[config.mk]
export PLATFORM = sky130hd
export DESIGN_NAME = bitcnt_arbiter_flat
export DESIGN_NICKNAME = d
export VERILOG_FILES = /design/src/rtl/bitcnt_arbiter_if.sv /design/src/rtl/bitcnt_arbiter.sv /design/src/flat_wrapper.sv
export SDC_FILE = /design/constraint.sdc
export NUM_CORES = 1
export LEC_CHECK = 0
export BUFFER_PORTS_ARGS = -buffer_cell sky130_fd_sc_hd__clkbuf_2
export CORE_MARGIN = 2
export CORE_UTILIZATION = 26
export CTS_BUF_LIST = sky130_fd_sc_hd__clkbuf_16
export CTS_CLUSTER_DIAMETER = 50
export DETAILED_ROUTE_END_ITERATION = 12
export GPL_ROUTABILITY_DRIVEN = 0
export PLACE_DENSITY = 0.48
export SETUP_SLACK_MARGIN = 0.02
export SYNTH_ARGS = -nofsm -noshare
export SYNTH_HDL_FRONTEND = slang
export SYNTH_SLANG_ARGS = --single-unit
[constraint.sdc]
create_clock -name clk -period 37.7 [get_ports clk]
set_input_delay 0 -clock clk [delete_from_list [all_inputs] [get_ports clk]]
set_output_delay 0 -clock clk [all_outputs]
set_load 0.03 [all_outputs]
[src/rtl/bitcnt_arbiter_if.sv]
// Requester and response bundle for bitcnt_arbiter: NREQ request lanes in,
// one tagged result lane out, plus the accepted-response counter.
interface bitcnt_arbiter_if #(
    parameter int NREQ = 4,
    parameter int IDW  = $clog2(NREQ)
) ();
    logic [NREQ-1:0]    req_valid;
    logic [NREQ-1:0]    req_ready;
    logic [NREQ*64-1:0] req_data;
    logic [NREQ*3-1:0]  req_func;

    logic               rsp_valid;
    logic               rsp_ready;
    logic [IDW-1:0]     rsp_id;
    logic [63:0]        rsp_data;
    logic               rsp_err;
    logic [31:0]        ops_count;

    modport master (
        output req_valid, req_data, req_func, rsp_ready,
        input  req_ready, rsp_valid, rsp_id, rsp_data, rsp_err, ops_count
    );

    modport slave (
        input  req_valid, req_data, req_func, rsp_ready,
        output req_ready, rsp_valid, rsp_id, rsp_data, rsp_err, ops_count
    );
endinterface

[src/rtl/bitcnt_arbiter.sv]
// Round-robin arbiter feeding a shared CLZ/CTZ/POPCNT unit through a two-stage
// registered pipeline; each response is tagged with the issuing requester.
module bitcnt_arbiter #(
    parameter int NREQ = 4,
    parameter int IDW  = $clog2(NREQ)
) (
    input logic              clk,
    input logic              reset,
    bitcnt_arbiter_if.slave  bus
);

    typedef enum logic [2:0] {
        FN_CLZ64 = 3'b000,
        FN_CLZ32 = 3'b001,
        FN_CTZ64 = 3'b010,
        FN_CTZ32 = 3'b011,
        FN_POP64 = 3'b100,
        FN_POP32 = 3'b101
    } func_e;

    function automatic logic [6:0] clz64(input logic [63:0] v);
        logic [6:0] n;
        logic       done;
        n    = 7'd0;
        done = 1'b0;
        for (int i = 63; i >= 0; i--) begin
            if (!done) begin
                if (v[i]) done = 1'b1;
                else      n    = n + 7'd1;
            end
        end
        return n;
    endfunction

    function automatic logic [6:0] ctz64(input logic [63:0] v);
        logic [6:0] n;
        logic       done;
        n    = 7'd0;
        done = 1'b0;
        for (int i = 0; i < 64; i++) begin
            if (!done) begin
                if (v[i]) done = 1'b1;
                else      n    = n + 7'd1;
            end
        end
        return n;
    endfunction

    function automatic logic [6:0] pop64(input logic [63:0] v);
        logic [6:0] n;
        n = 7'd0;
        for (int i = 0; i < 64; i++) n = n + {6'd0, v[i]};
        return n;
    endfunction

    // Pipeline state
    logic            s1_valid;
    logic [63:0]     s1_data;
    logic [2:0]      s1_func;
    logic [IDW-1:0]  s1_id;

    logic            s2_valid;
    logic [63:0]     s2_data;
    logic            s2_err;
    logic [IDW-1:0]  s2_id;

    logic [IDW-1:0]  ptr;
    logic [31:0]     ops_q;

    // Arbitration and advance control
    logic            s2_free;
    logic            s1_to_s2;
    logic            s1_free;
    logic            grant_found;
    logic [IDW-1:0]  grant_id;
    logic            grant_fire;
    logic [63:0]     sel_data;
    logic [2:0]      sel_func;

    logic [63:0]     bc_result;
    logic            bc_err;

    assign s2_free  = !s2_valid || bus.rsp_ready;
    assign s1_to_s2 = s1_valid && s2_free;
    assign s1_free  = !s1_valid || s1_to_s2;

    // NOTE: every variable driven here gets a default before the loop, so no latch is inferred.
    always_comb begin
        int             idx;
        logic [IDW-1:0] cand;
        grant_found = 1'b0;
        grant_id    = '0;
        idx         = 0;
        cand        = '0;
        for (int k = 0; k < NREQ; k++) begin
            idx = int'(ptr) + k;
            if (idx >= NREQ) idx = idx - NREQ;
            cand = IDW'(idx);
            if (!grant_found && bus.req_valid[cand]) begin
                grant_found = 1'b1;
                grant_id    = cand;
            end
        end
    end

    // Holding reset keeps every requester out even though S1 reads as free.
    assign grant_fire    = grant_found && s1_free && !reset;
    assign bus.req_ready = grant_fire ? (NREQ'(1) << grant_id) : '0;

    always_comb begin
        sel_data = '0;
        sel_func = '0;
        for (int i = 0; i < NREQ; i++) begin
            if (grant_id == IDW'(i)) begin
                sel_data = bus.req_data[64*i +: 64];
                sel_func = bus.req_func[3*i +: 3];
            end
        end
    end

    // NOTE: sequential state is written with non-blocking assignments only.
    always_ff @(posedge clk or posedge reset) begin
        if (reset) begin
            ptr      <= '0;
            s1_valid <= 1'b0;
        end else begin
            if (grant_fire) begin
                ptr <= (grant_id == IDW'(NREQ - 1)) ? '0 : grant_id + 1'b1;
            end
            if (grant_fire)    s1_valid <= 1'b1;
            else if (s1_to_s2) s1_valid <= 1'b0;
        end
    end

    // NOTE: the S1 payload has no reset; s1_valid qualifies it, so stale contents are never used.
    always_ff @(posedge clk) begin
        if (grant_fire) begin
            s1_data <= sel_data;
            s1_func <= sel_func;
            s1_id   <= grant_id;
        end
    end

    always_comb begin
        bc_result = '0;
        bc_err    = 1'b0;
        case (s1_func)
            FN_CLZ64: bc_result = {57'd0, clz64(s1_data)};
            FN_CLZ32: bc_result = {57'd0, clz64({s1_data[31:0], 32'hFFFF_FFFF})};
            FN_CTZ64: bc_result = {57'd0, ctz64(s1_data)};
            FN_CTZ32: bc_result = {57'd0, ctz64({32'hFFFF_FFFF, s1_data[31:0]})};
            FN_POP64: bc_result = {57'd0, pop64(s1_data)};
            FN_POP32: bc_result = {57'd0, pop64({32'd0, s1_data[31:0]})};
            default:  bc_err    = 1'b1;
        endcase
    end

    // S2 drives the response port directly and holds while the consumer stalls.
    always_ff @(posedge clk or posedge reset) begin
        if (reset) begin
            s2_valid <= 1'b0;
            s2_data  <= '0;
            s2_err   <= 1'b0;
            s2_id    <= '0;
        end else if (s1_to_s2) begin
            s2_valid <= 1'b1;
            s2_data  <= bc_result;
            s2_err   <= bc_err;
            s2_id    <= s1_id;
        end else if (bus.rsp_ready) begin
            s2_valid <= 1'b0;
        end
    end

    always_ff @(posedge clk or posedge reset) begin
        if (reset) begin
            ops_q <= '0;
        end else if (s2_valid && bus.rsp_ready) begin
            ops_q <= ops_q + 32'd1;
        end
    end

    assign bus.rsp_valid = s2_valid;
    assign bus.rsp_data  = s2_data;
    assign bus.rsp_err   = s2_err;
    assign bus.rsp_id    = s2_id;
    assign bus.ops_count = ops_q;

endmodule

[src/flat_wrapper.sv]
// flat-port wrapper written by rule: the top's interface ports become plain ports
module bitcnt_arbiter_flat 
#(
    parameter int NREQ = 4,
    parameter int IDW  = $clog2(NREQ)
)
  (clk, reset, bus_req_valid, bus_req_data, bus_req_func, bus_rsp_ready, bus_req_ready, bus_rsp_valid, bus_rsp_id, bus_rsp_data, bus_rsp_err, bus_ops_count);
  bitcnt_arbiter_if #(.NREQ(NREQ), .IDW(IDW)) bus_i ();
  input logic clk;
  input logic reset;
  input wire logic [$bits(bus_i.req_valid)-1:0] bus_req_valid;
  input wire logic [$bits(bus_i.req_data)-1:0] bus_req_data;
  input wire logic [$bits(bus_i.req_func)-1:0] bus_req_func;
  input wire logic [$bits(bus_i.rsp_ready)-1:0] bus_rsp_ready;
  output wire logic [$bits(bus_i.req_ready)-1:0] bus_req_ready;
  output wire logic [$bits(bus_i.rsp_valid)-1:0] bus_rsp_valid;
  output wire logic [$bits(bus_i.rsp_id)-1:0] bus_rsp_id;
  output wire logic [$bits(bus_i.rsp_data)-1:0] bus_rsp_data;
  output wire logic [$bits(bus_i.rsp_err)-1:0] bus_rsp_err;
  output wire logic [$bits(bus_i.ops_count)-1:0] bus_ops_count;
  assign bus_i.req_valid = bus_req_valid;
  assign bus_i.req_data = bus_req_data;
  assign bus_i.req_func = bus_req_func;
  assign bus_i.rsp_ready = bus_rsp_ready;
  assign bus_req_ready = bus_i.req_ready;
  assign bus_rsp_valid = bus_i.rsp_valid;
  assign bus_rsp_id = bus_i.rsp_id;
  assign bus_rsp_data = bus_i.rsp_data;
  assign bus_rsp_err = bus_i.rsp_err;
  assign bus_ops_count = bus_i.ops_count;
  bitcnt_arbiter #(.NREQ(NREQ), .IDW(IDW)) u_core (.clk(clk), .reset(reset), .bus(bus_i));
endmodule
==> results.md, run 1 <==
STA:
- Static timing analysis puts the maximum clock frequency at 27.63 MHz.
- Setup violations remaining at the end of the flow were counted as 0.
- The minimum period implied by the final worst setup slack is 36.19 ns.
- For the final database, setup skew stands at 0.01422 ns.
- The final worst slack is 1.511 ns.
- The final setup TNS is 0 ns.
- The final clock period utilization by the worst path is between 90% and 100%.
- The final hold violation count is 1.
- The measured slew at the worst slew-check pin is 1.124 ns.
- The final-layout worst hold slack is -0.02624 ns.
- The tightest slew margin relative to the limit is between 20% and 30%.
- The number of pins with negative max-slew slack in the final report was 0.
- Setup repair after global routing could not meet its margin everywhere.

GRT:
- For this run, the total global-route usage over all layers was measured as a little under a fifth.
- Entering global routing, the biggest net connects 75 pins.
- The first global-routing pass estimated 198600 um of wire.
- The initial antenna violation count was 7.
- The total overflow left after global routing is 0.
- The via count of the first global-routing pass was 33855.

Setup path:
- The buffers plus inverters on the worst setup path is 8.
- The critical-path cell with the highest stage delay is sky130_fd_sc_hd__edfxtp_1.
- The critical path starts at u_core.s1_data[62].
- STA classifies the critical path startpoint as a register.
- The data arrival time at the worst-slack endpoint is roughly 37 ns.
- The critical path's top delay family is adder cells.
- The highest net fanout along the worst path is 3.
- The reg-to-reg startpoint is u_core.s1_data[62].
- For flop-to-flop paths, the worst setup slack is 1.51 ns.
- The cell repeated most along the worst path is sky130_fd_sc_hd__ha_1.
- The critical path data required time is 38.08 ns.
- The type of destination of the critical path is a register.
- The longest individual stage delay on the worst path is 0.43 ns.
- The classification of the worst setup path is register to register.

Synth:
- Counting flops with a built-in enable in the synthesized netlist gives 69.
- The xor/xnor cell area share of the yosys netlist is 24.00%.
- Summing the areas of all compound-gate instances in the mapped netlist gives a little under a fifth of the synthesized area.
- The dominant register cell in the synthesized netlist is sky130_fd_sc_hd__edfxtp_1.
- The netlist uses 126 different library cells.
- The post-synthesis cell area is 34040 um^2.
- Synthesis produced 4669 cells.
- The main combinational cell family by area after synthesis is simple AND/OR/NAND/NOR gates.
- The simple logic cell fraction of the synthesized area is 27.62%.
- Multiplexer cells account for 4.165% of the synthesized area.
- The adder-cell area share of the yosys netlist is 10.11%.
- During synthesis, Yosys emitted a total of 0 warnings.
- The sequential share of the synthesized area is 9.468%.
- The synthesized flop and latch total is 115.
- The async set or reset register ratio after synthesis is 40.00%.
- The average cell area after synthesis is between 7 and 8 um^2.

Cells and area:
- The share of layout cells above drive strength 1 is 18.62%.
- The net total in the final layout is roughly 5700.
- Compared with the post-synthesis result, the final layout area differs by 22.27%.
- The final cell utilization of the core is 32.10%.
- The cell area after layout is between 40000 and 50000 um^2.

Die:
- From bottom edge to top edge, the die measures 365.8 um.
- The die covers 133800 um^2.
- In this run the count of I/O pins placed on the die edge is 379.
- The floorplan step set the die width to 365.8 um.
- The total area inside the core boundary comes to 129600 um^2.
- The floorplan has 132 rows.
- The starting density of the core is a little over a quarter.

Placement:
- Prior to clock tree synthesis, the placed netlist has a worst setup slack of -1.294 ns.
- The count of input and output buffers is between 300 and 400.
- The placed instances occupy a cell area of roughly 39000 um^2.
- Detailed placement finished with a half-perimeter wire length of 107100 um.

Clock tree:
- The TritonCTS clock tree is yes.
- The clock slew at the register clock pins of the worst setup and hold paths is 0.06 ns.
- The master cell of the clock root buffer is sky130_fd_sc_hd__clkbuf_16.
- The clock reaches the later pin of the worst-skew pair after between 0.4 and 0.5 ns.
- The number of clock sinks is ~120.
- The maximum root-to-sink buffer count is 2.
- The number of clock buffers added by TritonCTS is 17.
- In this run the number of H-tree levels came out at 4.

Drt:
- The number of DRC violations after detailed routing is 0.
- The first detailed-routing pass ran for 5 iterations.
- The detail-routed net length per standard cell is 18.66 um.
- The vias per cell is 5.116.
- The aggregate routed wire length is ~130000 um.
- The routed layout has 35799 vias.
- Once detail routing completed, the nets flagged for antenna violations numbered 0.
- In this run, the number of DRC markers left after iteration 0 of detailed routing was about 2300.

Min path:
- The min-delay analysis places its worst path in the category input port to register.
- The beginning of the worst hold path is bus_req_data[227].

Run status:
- The run finished, with violations left.
- The final reports fail on hold timing.

Run:
- The count of maximum capacitance violations is 0.
==> Yosys cell counts (all sizes together), types with 35 or more instances <==
cell	n	area, um^2
a31oi	40	250.2
nand4	51	319.1
xor2	199	1874
nor2	540	2054
nand2	557	2098
fa	50	1001
nand3	145	735.7
edfxtp	69	2072
and2	55	346.6
nor4	50	355.3
dfrtp	46	1151
nor2b	95	594.3
a21oi	331	1664
a21o	35	264.0
nor3	158	832.1
a211oi	36	285.3
inv	198	745.7
mux2i	106	1065
a22oi	82	620.6
buf	109	715.7
and3	58	365.3
xnor3	64	1465
ha	183	2290
xnor2	498	4564
clkbuf	133	530.5
nand2b	48	300.3
o21ai	248	1252
==> final timing paths <==
kind | end | cells after the start
hold / removal | u_core.s1_data[35] | 3
max in group asynchronous | u_core.bus.rsp_data[4] | 3
hold reg to reg | u_core.bus.rsp_id[1] | 1
min in group asynchronous | u_core.bus.ops_count[15] | 3
setup reg to reg | u_core.bus.rsp_data[6] | 217
setup / recovery | u_core.bus.rsp_data[6] | 217
==> routing by layer <==
layer | wire, um | vias up | track usage [%]
met5 | 0 | - | 0
met3 | 6409 | 109 | 1.676
met2 | 59080 | 1069 | 30.04
li1 | - | 17545 | -
met1 | 61700 | 17076 | 26.25
met4 | 3408 | 0 | 5.356
==> placed cells by master (no fill, tap or decap), types with 51 or more instances in the layout <==
master,instances
sky130_fd_sc_hd__nand4_1,51
sky130_fd_sc_hd__and3_1,56
sky130_fd_sc_hd__nand3_1,141
sky130_fd_sc_hd__inv_1,184
sky130_fd_sc_hd__xor2_1,185
sky130_fd_sc_hd__buf_4,313
sky130_fd_sc_hd__xnor2_1,476
sky130_fd_sc_hd__edfxtp_1,69
sky130_fd_sc_hd__clkbuf_2,321
sky130_fd_sc_hd__a21oi_1,316
sky130_fd_sc_hd__o21ai_0,211
sky130_fd_sc_hd__a22oi_1,79
sky130_fd_sc_hd__conb_1,57
sky130_fd_sc_hd__mux2i_1,104
sky130_fd_sc_hd__nor2_1,527
sky130_fd_sc_hd__nor3_1,149
sky130_fd_sc_hd__nor2b_1,91
sky130_fd_sc_hd__dlygate4sd3_1,103
sky130_fd_sc_hd__nand2_1,534
sky130_fd_sc_hd__ha_1,150
==> timing repair <==
action,CTS,global route
setup endpoints to repair,6,6
pin swaps,41,145
hold buffers,103,0
buffers inserted,21,33
resized for setup,35,137
endpoints found under the hold margin,110,0
==> sequential cells by signal, indices dropped and copies added (netlist names) <==
signal	cells
u_core.bus.ops_count	32
u_core.bus.rsp_data	7
u_core.bus.rsp_err	1
u_core.bus.rsp_id	2
u_core.bus.rsp_valid	1
u_core.ptr	2
u_core.s1_data	64
u_core.s1_func	3
u_core.s1_id	2
u_core.s1_valid	1
==> worst min-delay path, stage by stage <==
cell	delay [ns]
sky130_fd_sc_hd__clkbuf_2	0.07
sky130_fd_sc_hd__nand2_1	0.04
sky130_fd_sc_hd__o21ai_0	0.17
==> final cells by class <==
class	count	area (um^2)
Fill cell	13989	88030
Inverter	198	748.2
Antenna cell	3	7.507
Clock buffer	19	475.5
Multi-Input combinational cell	4170	29840
Clock inverter	13	160.2
Sequential cell	115	3223
Tap cell	1742	2180
Timing Repair Buffer	737	4987
==> cells by family (layout without fill, tap and decap cells) <==
family,count (synthesis),in the layout
muxes,137,137
buffers and inverters,440,967
AOI/OAI and AO/OA,1019,1019
and+or+nand+nor,1937,1937
other,1,60
DFF,115,115
adders and majority gates,248,248
xor gates and xnor gates,772,772
==> metrics by stage <==
| stage | cells | hold WS (ns) |
|---|---|---|
| final | 6997 | -0.02624 |
| after global routing | 6996 | 0.01377 |
| after CTS | 6962 | 0.001993 |
| after floorplan | 4725 | 0.1117 |
| after global placement | 6806 | 0.2829 |
| after detailed placement | 6806 | 0.2853 |
Power of run 1 is left out: the tool's default activity adds up to more than one toggle a clock period on the data nets, which glitch-free logic cannot reach.
==> run 2, diff against run 1 <==
--- a/config.mk
+++ b/config.mk
@@ -5,14 +5,14 @@
 export SDC_FILE = /design/constraint.sdc
 export NUM_CORES = 1
 export LEC_CHECK = 0
-export BUFFER_PORTS_ARGS = -buffer_cell sky130_fd_sc_hd__clkbuf_2
 export CORE_MARGIN = 2
 export CORE_UTILIZATION = 26
 export CTS_BUF_LIST = sky130_fd_sc_hd__clkbuf_16
 export CTS_CLUSTER_DIAMETER = 50
 export DETAILED_ROUTE_END_ITERATION = 12
+export DONT_BUFFER_PORTS = 1
 export GPL_ROUTABILITY_DRIVEN = 0
-export PLACE_DENSITY = 0.48
+export PLACE_DENSITY = 0.46
 export SETUP_SLACK_MARGIN = 0.02
 export SYNTH_ARGS = -nofsm -noshare
 export SYNTH_HDL_FRONTEND = slang
==> run 2 against run 1 <==
  * The flow still finishes with violations (hold timing)
  * Setup slack improved by 0.23 ns
  * Non-clock buffer count decreased by 298
  * Register-to-register slack improved by 0.23 ns
  * Die area unchanged
  * Final cell count decreased by 4.2%
  * Critical path depth unchanged
  * Sequential cell count unchanged
  * First-iteration DRC count increased by 9.8%
  * Design area decreased by 3.2%
  * Critical path type unchanged
  * Clock-buffer cell count decreased by 2
  * Worst hold slack improved by 0.020 ns
==> results.md, run 2 (same netlist as run 1, synthesis figures left out) <==
Setup path:
- The data arrival time at the worst-slack endpoint was 36.34 ns (-0.23 ns).
- The longest individual stage delay on the worst path is 0.43 ns (about the same).
- The worst setup path is captured at a register.
- The buffers plus inverters on the worst setup path was 8 (unchanged).
- STA classifies the critical path startpoint as a register.
- The critical path's top delay family is adder cells.
- The highest net fanout along the worst path came to 4 (+1).
- The cell repeated most along the worst path is sky130_fd_sc_hd__ha_1.
- The critical path data required time is 38.08 ns (about the same).
- The critical-path cell with the highest stage delay is sky130_fd_sc_hd__edfxtp_1.
- The classification of the worst setup path is register to register.

GRT:
- The global-route wire length before repair is 195700 um (-1.5%).
- The global-route congestion overflow total is 0 (unchanged).
- The overall fraction of global-route tracks in use is 18.40% (-0.22 points).
- The via count of the first global-routing pass is 32875 (-2.9%).
- The largest net degree at the start of global routing was 66 (-12%).
- The initial antenna violation count is 8 (+1).

Drt:
- The number of detailed-routing iterations run before antenna repair was 6 (+1).
- The detail-routed net length per standard cell is 19.37 um (+3.8%).
- The sum of routed wire segments on met1 is 61060 um (-1.0%).
- The routed length on met2 came to 59010 um (-0.13%).
- The number of DRC violations after detailed-routing iteration 0 is 2511 (+9.8%).
- The via count of the routed design is 34666 (-3.2%).
- The remaining number of nets flagged by the antenna check after routing is 0 (unchanged).
- The aggregate routed wire length is 129800 um (-0.59%).
- The vias per cell is 5.172 (+1.1%).
- The number of DRC violations after detailed routing is 0 (unchanged).
- The detailed router used layers up to and including met5.
- The length of routed met3 wiring is 7060 um (+10%).

Run status:
- The run finished, with violations left.
- The final reports fail on hold timing.

STA:
- The number of setup violations in the final report is 0 (unchanged).
- The final-layout worst hold slack was -0.006305 ns (+0.01994 ns).
- The final clock period utilization by the worst path is 95.37% (-0.62 points).
- The minimum period implied by the final worst setup slack is 35.96 ns (-0.2328 ns).
- The number of pins with negative max-slew slack in the final report came to 0 (unchanged).
- The setup skew after layout is 0.04177 ns (+0.02755 ns).
- The final hold violation count is 1 (unchanged).
- The tightest slew margin relative to the limit is 23.73% (-1.1 points).
- The upper clock frequency limit is 27.81 MHz (+0.65%).
- Setup repair after global routing could not meet its margin everywhere.
- The measured slew at the worst slew-check pin came to 1.144 ns (+0.01953 ns).
- The final worst slack was 1.744 ns (+0.2328 ns).

Cells and area:
- The share of layout cells above drive strength 1 is 13.48% (-5.1 points).
- u_core.s1_data holds more flip-flops than any other register.
- The top cell types in the final layout, fill and taps aside, are sky130_fd_sc_hd__nand2_1, sky130_fd_sc_hd__nor2_1, sky130_fd_sc_hd__xnor2_1, sky130_fd_sc_hd__a21oi_1, sky130_fd_sc_hd__buf_4.
- The count of fill cells added during filler insertion was 14015 (+0.19%).
- Leaving out fill and tap cells, the most frequent cell in the layout is sky130_fd_sc_hd__nand2_1.
- The final cell utilization of the core came to 31.08% (-1.0 points).
- The number of flip-flops under the largest register name came to 64 (unchanged).
- The post-synthesis to final-layout area growth is 18.36%.
- The net total in the final layout is 5449 (-5.2%).

Clock tree:
- The insertion delay of the later-clocked pin in the worst-skew pair is 0.50 ns (+0.02 ns).
- The TritonCTS clock tree is yes.
- The clock slew at the register clock pins of the worst setup and hold paths is 0.07 ns (about the same).
- The CTS buffer count was 17 (unchanged).
- The maximum root-to-sink buffer count is 2 (unchanged).
- The total number of H-tree levels is 4 (unchanged).
- The number of clock sinks is 115 (unchanged).
- The tree is rooted in a sky130_fd_sc_hd__clkbuf_16.

Die:
- The site row count is 132 (unchanged).
- The y dimension of the die is 365.8 um (unchanged).
- The area enclosed by the die boundary is 133800 um^2 (unchanged).
- The floorplan core area was 129600 um^2 (unchanged).
- The die width is 365.8 um (unchanged).
- The top-level I/O count is 379 (unchanged).
- The starting density of the core is 26.26% (unchanged).

Placement:
- The count of input and output buffers came to 0 (-100%).
- The post-placement setup slack is -1.263 ns (+0.03138 ns).
- The placed wire-length estimate after detailed placement was 106300 um (-0.75%).

Min path:
- The class of the tightest hold or removal check is input port to register.

Run:
- The count of maximum capacitance violations is 0 (unchanged).
run 2: through the flow:
step                      instance area (um^2)  std cells  TNS (ns)
after floorplan                          34250       4725         0
after global placement                   37160       6479    -1.119
after detailed placement                 37160       6479    -6.112
after CTS                                39310       6664         0
after global routing                     40290       6701    -2.882
final                                    40290       6703         0
run 2: per-layer routing:
layer / global-route usage (%) / up-vias
met2: 30.04 / 991
met5: 0 / -
met3: 2.160 / 96
met4: 4.251 / 2
met1: 25.72 / 16659
li1: - / 16918
run 2: final timing paths:
check	endpoint	startpoint	cells past startpoint	slack, ns
worst max register to register	u_core.bus.rsp_data[6]	u_core.s1_data[62]	217	1.74
worst min-delay path	u_core.s1_data[41]	bus_req_data[169]	2	-0.006
max in group asynchronous	u_core.bus.rsp_data[6]	reset	2	36.69
min in group asynchronous	u_core.bus.ops_count[19]	reset	2	0.31
worst max-delay path	u_core.bus.rsp_data[6]	u_core.s1_data[62]	217	1.74
worst min register to register	u_core.bus.rsp_id[1]	u_core.s1_id[1]	1	0.48
run 2: layout make-up:
type,count,area (um^2),share of cell area [%]
tap,1742,2180,5.410
antenna,7,17.52,0.04348
clock buffer,17,425.4,1.056
multi-input combinational,4170,29920,74.25
clock inverter,15,155.1,0.3851
inverter,198,748.2,1.857
timing repair buffer,439,3625,8.996
sequential,115,3223,8.000
run 2: timing repair:
action                                  4_1_cts  5_1_grt
buffers inserted                             26       35
endpoints found under the hold margin       143        0
pin swaps                                    34      163
hold buffers                                127        0
gates cloned                                  0        0
resized for setup                            32      162
endpoints found under the setup margin        6        6
run 2: worst register-to-register path, delay by kind of cell, from the launching register on:
family	cells	cell delay [ns]
fa+ha+maj	62	17.02
simple gates	54	4.63
buf+inv	8	0.66
flops	1	0.43
xor+xnor	1	0.18
mux	31	4.36
compound gates	61	8.64
Power of run 2 is left out for the same reason.
